## src/rtl/mips_pipe_pkg.sv

```systemverilog
// mips_pipe_pkg: shared widths, constants and the fetch-entry type for the MIPS pipeline
package mips_pipe_pkg;
  localparam int XLEN_DEFAULT = 32;
  localparam int INSTR_W = 32;
  localparam logic [INSTR_W-1:0] NOP = 32'h0000_0000;
  localparam logic [XLEN_DEFAULT-1:0] RESET_PC_DEFAULT = '0;
  typedef struct packed {
    logic [INSTR_W-1:0] instr;
    logic [XLEN_DEFAULT-1:0] pcplus4;
  } fetch_entry_t;
endpackage

```

## src/rtl/mips_fetch_fifo.sv

```systemverilog
// mips_fetch_fifo: synchronous FIFO with flush, occupancy count and simultaneous push/pop
// Any DEPTH >= 1 works; pointers wrap explicitly rather than relying on a power of two.
module mips_fetch_fifo #(
  parameter int W = 32,
  parameter int DEPTH = 4,
  localparam int AW = DEPTH > 1 ? $clog2(DEPTH) : 1,
  localparam int CW = $clog2(DEPTH) + 1
) (
  input  logic          clk,
  input  logic          reset,
  input  logic          flush,
  input  logic          push,
  input  logic [W-1:0]  push_data,
  input  logic          pop,
  output logic [W-1:0]  head,
  output logic [CW-1:0] count
);
  logic [W-1:0] mem [DEPTH];
  logic [AW-1:0] rd, wr;
  logic full, empty, do_push, do_pop;
  assign full = count == CW'(DEPTH);
  assign empty = count == '0;
  assign do_pop = pop && !empty;
  assign do_push = push && (!full || do_pop);
  assign head = mem[rd];
  always_ff @(posedge clk or negedge reset)
    if (!reset) begin
      rd <= '0;
      wr <= '0;
      count <= '0;
    end else if (flush) begin
      rd <= '0;
      wr <= '0;
      count <= '0;
    end else begin
      if (do_push) wr <= wr == AW'(DEPTH - 1) ? '0 : wr + AW'(1);
      if (do_pop) rd <= rd == AW'(DEPTH - 1) ? '0 : rd + AW'(1);
      count <= count + CW'(do_push) - CW'(do_pop);
    end
  always_ff @(posedge clk)
    if (do_push && !flush) mem[wr] <= push_data;
  a_no_overflow: assert property (@(posedge clk) disable iff (!reset) !(push && full && !pop && !flush));
endmodule

```

## src/rtl/mips_fetch_unit.sv

```systemverilog
// mips_fetch_unit: decoupled instruction fetch with in-flight requests, prefetch FIFO and ID redirect
// Optional performance counters are enabled by defining FETCH_PERF_EN.
module mips_fetch_unit
  import mips_pipe_pkg::*;
#(
  parameter int XLEN = XLEN_DEFAULT,
  parameter int FIFO_DEPTH = 4,
  parameter int MAX_OUTST = 2,
  parameter logic [XLEN-1:0] RESET_PC = XLEN'(RESET_PC_DEFAULT),
  localparam int CW = $clog2(FIFO_DEPTH) + 1,
  localparam int TW = $clog2(MAX_OUTST) + 1
) (
  input  logic               clk,
  input  logic               reset,
  output logic               imem_req_valid,
  input  logic               imem_req_ready,
  output logic [XLEN-1:0]    imem_req_addr,
  input  logic               imem_rsp_valid,
  input  logic [INSTR_W-1:0] imem_rsp_data,
  input  logic               redirect_valid,
  input  logic [XLEN-1:0]    redirect_pc,
  output logic               id_valid,
  input  logic               id_ready,
  output logic [INSTR_W-1:0] id_instr,
  output logic [XLEN-1:0]    id_pcplus4,
  output logic [CW-1:0]      fifo_count,
  output logic [31:0]        perf_redirects,
  output logic [31:0]        perf_starve
);
  logic [XLEN-1:0] pc, tag_pc, head_pc4;
  logic [INSTR_W-1:0] head_instr;
  logic [TW-1:0] outst, discard;
  logic acc, drop, push, pop, credit;
  // Occupancy of the tag queue is exactly the number of requests in flight.
  assign credit = int'(fifo_count) + int'(outst) - int'(discard) < FIFO_DEPTH;
  assign imem_req_valid = reset && !redirect_valid && int'(outst) < MAX_OUTST && credit;
  assign imem_req_addr = pc;
  assign acc = imem_req_valid && imem_req_ready;
  assign drop = imem_rsp_valid && discard != '0;
  assign push = imem_rsp_valid && !drop && !redirect_valid;
  assign pop = id_valid && id_ready && !redirect_valid;
  assign id_valid = fifo_count != '0;
  assign id_instr = id_valid ? head_instr : NOP;
  assign id_pcplus4 = id_valid ? head_pc4 : '0;
  mips_fetch_fifo #(.W(XLEN), .DEPTH(MAX_OUTST)) u_tags (
    .clk(clk), .reset(reset), .flush(1'b0), .push(acc), .push_data(pc),
    .pop(imem_rsp_valid), .head(tag_pc), .count(outst)
  );
  mips_fetch_fifo #(.W(INSTR_W + XLEN), .DEPTH(FIFO_DEPTH)) u_prefetch (
    .clk(clk), .reset(reset), .flush(redirect_valid), .push(push),
    .push_data({imem_rsp_data, tag_pc + XLEN'(4)}), .pop(pop),
    .head({head_instr, head_pc4}), .count(fifo_count)
  );
  always_ff @(posedge clk or negedge reset)
    if (!reset) begin
      pc <= RESET_PC;
      discard <= '0;
    end else if (redirect_valid) begin
      pc <= redirect_pc & ~XLEN'(3);
      discard <= outst - TW'(imem_rsp_valid);
    end else begin
      if (acc) pc <= pc + XLEN'(4);
      if (drop) discard <= discard - TW'(1);
    end
`ifdef FETCH_PERF_EN
  always_ff @(posedge clk or negedge reset)
    if (!reset) begin
      perf_redirects <= '0;
      perf_starve <= '0;
    end else begin
      if (redirect_valid) perf_redirects <= perf_redirects + 32'd1;
      if (id_ready && !id_valid && !redirect_valid) perf_starve <= perf_starve + 32'd1;
    end
`else
  assign perf_redirects = '0;
  assign perf_starve = '0;
`endif
endmodule

```

## config.mk

```make
export PLATFORM = sky130hd
export DESIGN_NAME = mips_fetch_unit
export DESIGN_NICKNAME = d
export VERILOG_FILES = /design/src/rtl/mips_pipe_pkg.sv /design/src/rtl/mips_fetch_fifo.sv /design/src/rtl/mips_fetch_unit.sv
export SDC_FILE = /design/constraint.sdc
export NUM_CORES = 1
export LEC_CHECK = 0
export BUFFER_PORTS_ARGS = -buffer_cell sky130_fd_sc_hd__buf_2
export CAP_MARGIN = 20
export CORE_MARGIN = 4
export CORE_UTILIZATION = 45
export CTS_BUF_LIST = sky130_fd_sc_hd__clkbuf_8
export DETAILED_ROUTE_END_ITERATION = 10
export GPL_TIMING_DRIVEN = 0
export PLACE_DENSITY_LB_ADDON = 0.25
export SYNTH_ARGS = -nofsm -noshare
export SYNTH_HDL_FRONTEND = slang
export SYNTH_SLANG_ARGS = --single-unit
```

## constraint.sdc

```tcl
create_clock -name clk -period 5.65 [get_ports clk]
set_input_delay 1.4125 -clock clk [delete_from_list [all_inputs] [get_ports clk]]
set_output_delay 1.4125 -clock clk [all_outputs]
set_load 0.01 [all_outputs]
```

==> flow_metrics.py <==
metrics = {
    "setup_path": {
        "cp_num_buf_inv": 3,
        "crit_type": "register to output pin",
        "end_kind": "output pin",
        "crit_path_start": "u_prefetch.rd[0]$_DFFE_PN0P_",
        "critPathArrivalTime_ns": 3.30,
        "crit_chain": "clkbuf_1 -> buf_1 -> mux4_2 -> and2_1 -> buf_2",
        "rr_startpoint": "u_tags.rd$_DFFE_PN0P_",
        "worstPathMaxFanout": 10,
        "critical_path.top_delay_family": "buffers and inverters",
        "crit_slowest_cell": "buf_1",
        "slowest_delay_ns": 0.74,
        "setup.worst_path.start_class": "register",
        "critPathRequiredTime_ns": 4.24,
    },
    "power_and_ir_drop": {
        "p_leak_nw": 6.93,
        "vdd_ir_drop_max_mv": 0.244,
        "power_w": 0.00726,
        "power_density_nw_per_um2": 397,
    },
    "run": {
        "maxCapViolCount": 0,
    },
    "floorplanning": {
        "die-area_um2": 37400,
        "std_cell_rows": 67,
        "ios": 235,
        "die_w_um": 194,
        "initial_core_util": 0.459,
        "coreArea_um2": 33700,
        "fp.dieH_um": 194,
    },
    "routing": {
        "wl_um": 31700,
        "drt-initial-drc-count": 411,
        "dr.pass1.iters": 4,
        "ant_nets": 0,
        "met1_length_um": 14000,
        "route.met3.wl_um": 1710,
        "avgRoutedWirePerCell_um": 17.9,
        "routed.top_layer": "met4",
        "vias": 8724,
        "drc": 0,
        "dr_wl_met2_um": 15400,
        "vias_per_cell": 4.94,
    },
    "sta": {
        "max_freq_mhz": 212,
        "rsz0062_at_grt": "no",
        "tns_ns": 0,
        "finalCritPeriodShare": 0.834,
        "min_period_ns": 4.71,
        "setup-violations-final": 0,
        "slew_headroom": 0.336,
        "fin_skew_ns": 0.0300,
        "slew_viol_final": 0,
        "final-hold-violation-count": 0,
        "worstMarginPinSlew_ns": 0.989,
    },
    "clocking": {
        "cts_sinks": 351,
        "tritoncts": "built",
        "clk_latency_ns": 0.59,
        "clockBufferDepth": 3,
        "cts-buffers-inserted": 56,
        "ctsHoldBuffers": 0,
        "postCtsSetupBuffers": 0,
        "htree_levels": 2,
        "clk_pin_slew_worst_paths_ns": 0.06,
        "cts_resized": 0,
        "root_buffer": "clkbuf_8",
    },
    "logic_synthesis": {
        "netlist_instances": 976,
        "ys_seq_area_frac": 0.667,
        "yosys.area.top_type": "edfxtp_1",
        "synth_fa_ha_area_frac": 0.0171,
        "syn_area_um2": 15500,
        "synth.lib_cells_used.distinct": 51,
        "synth_seq_cells": 351,
        "yosysWarnings": 0,
        "synth_top_area_frac": 0.597,
        "synth-xor-area-share": 0.0413,
        "synth-edff-count": 308,
        "synth_flop_cell": "edfxtp_1",
        "synth_compound_area_frac": 0.0182,
        "synth_top_family_by_area": "multiplexers",
        "yosys-top-cells-area": "edfxtp_1, mux4_2, dfrtp_1, buf_4, and2_1",
        "avgSynthCellArea_um2": 15.9,
        "synth_simple_gate_area_share": 0.0920,
        "ys_async_sr_fraction": 0.123,
        "synthMuxAreaShare": 0.116,
    },
    "global_route": {
        "grt_pass1_wl_um": 50400,
        "first_global_vias": 9160,
        "antenna_found_initial": 0,
        "grt_use_total": 0.167,
        "overflow": 0,
        "grt_max_degree": 47,
    },
    "worst_hold_path": {
        "hold_start": "u_tags.wr$_DFFE_PN0N_",
        "min_path_type": "register to register",
    },
    "cells_and_area": {
        "area_growth_pct": 18.2,
        "diodes": 0,
        "nNetsFinal": 1361,
        "drive_above_1_share": 0.302,
    },
    "place": {
        "hpwlAfterDp_um": 22100,
        "place_congestion": 0.831,
        "numPortBuffers": 163,
    },
    "status": {
        "outcome": "finished, final reports clean",
    },
}
==> report_power, final <==
group	leakage (nW)	switching, W	internal (W)	total, W
logic	3.02	0.00121	0.000926	0.00213
clock network	0.604	0.000941	0.000990	0.00193
registers	3.30	0.000117	0.00308	0.00320
==> worst reg2reg max path, cell delays in order (launching register included) <==
cell and delay [ns]:
dfrtp_1 0.43, buf_6 0.18, buf_2 0.25, buf_1 0.49, buf_2 0.41, mux2i_1 0.28, inv_1 0.12, ha_1 0.18
nor2b_1 0.13, clkbuf_1 0.29, nand4_1 0.30, or4b_2 0.72, xor2_1 0.19
==> stage by stage <==
stage / instance area, um2 / instances / setup WS [ns] / hold WS (ns) / util
CTS: 18300 / 1765 / 0.656 / 0.541 / 0.542
finish: 18300 / 1767 / 0.939 / 0.539 / 0.543
floorplan: 15700 / 1043 / 1.56 / 0.460 / -
detailed placement: 17200 / 1659 / 0.948 / 0.531 / 0.512
global route: 18300 / 1767 / 0.618 / 0.573 / 0.543
global placement: 17100 / 1654 / 0.124 / 0.474 / 0.508
==> path summary, 6_finish.rpt <==
| path | slack (ns) | depth (start not counted) | endpoint |
|---|---|---|---|
| max | 0.94 | 5 | id_instr[8] |
| min | 0.54 | 1 | u_tags.wr$_DFFE_PN0N_ |
| max reg2reg | 1.42 | 12 | u_prefetch.mem[3][20]$_DFFE_PP_ |
| min reg2reg | 0.54 | 1 | u_tags.wr$_DFFE_PN0N_ |
| max in group asynchronous | 4.49 | 2 | imem_req_addr[8]$_DFFE_PN0P_ |
| min in group asynchronous | 0.67 | 1 | u_prefetch.count[0]$_DFF_PN0_ |
==> sequential cells by signal (all words and copies together) (netlist names) <==
signal            count
u_prefetch.mem      248
u_tags.mem           60
imem_req_addr        30
u_prefetch.count      3
discard               2
u_prefetch.rd         2
u_prefetch.wr         2
u_tags.count          2
u_tags.rd             1
u_tags.wr             1
==> layer usage <==
metal	GRT usage	up-vias
met5	0	-
li1	-	4138
met2	0.278	263
met3	0.0336	50
met1	0.227	4273
met4	0.0435	0
==> layout make-up <==
class	count	area, um2
timing repair buffer	170	966
multi-input combinational	563	4680
clock inverter	45	183
clock buffer	61	840
buffer	107	671
sequential	351	10300
fill	2801	15400
tap	448	561
inverter	22	82.6
==> Yosys cell counts (all sizes together), types with 19 or more instances <==
cell type	n
nand2	58
mux2i	25
dfrtp	43
clkbuf	25
buf	82
o21ai	24
mux4	62
edfxtp	308
nand4	19
nand3	29
xor2	33
xnor2	40
inv	22
and2	72
==> layout by cell type (no fill, tap or decap), types with 3 or more instances in the layout <==
cell type,synthesis,layout
buf_2,5,168
nand2_1,57,57
nand3_1,28,28
xnor2_1,40,40
nand2b_1,4,4
mux2i_1,25,25
inv_1,22,45
clkinv_1,0,15
buf_1,8,8
ha_1,18,18
nand4_1,19,19
and3_1,11,11
clkinv_2,0,5
and2_4,0,4
and4_1,5,5
xor2_1,33,33
nor2b_1,5,5
mux4_2,62,62
a21oi_1,9,9
buf_12,0,4
conb_1,1,68
buf_4,68,68
and2_1,72,68
o21ai_0,23,23
mux2_2,13,13
clkbuf_1,25,25
a31oi_1,3,3
nand3b_1,5,5
clkbuf_8,0,61
edfxtp_1,308,308
dfrtp_1,43,43
nor2_1,18,17
nor3_1,10,10
nor4_1,6,6
or3_1,4,4
==> cells by family (layout without fill, tap and decap cells) <==
kind of cell	count (synthesis)	in the layout
muxes	100	100
adders and majority gates	20	20
AOI/OAI and AO/OA	48	48
and+or+nand+nor	254	254
other	1	68
DFF	351	351
xor gates and xnor gates	73	73
buffers and inverters	129	405
Note: power is estimated with default switching activity, not from simulation.
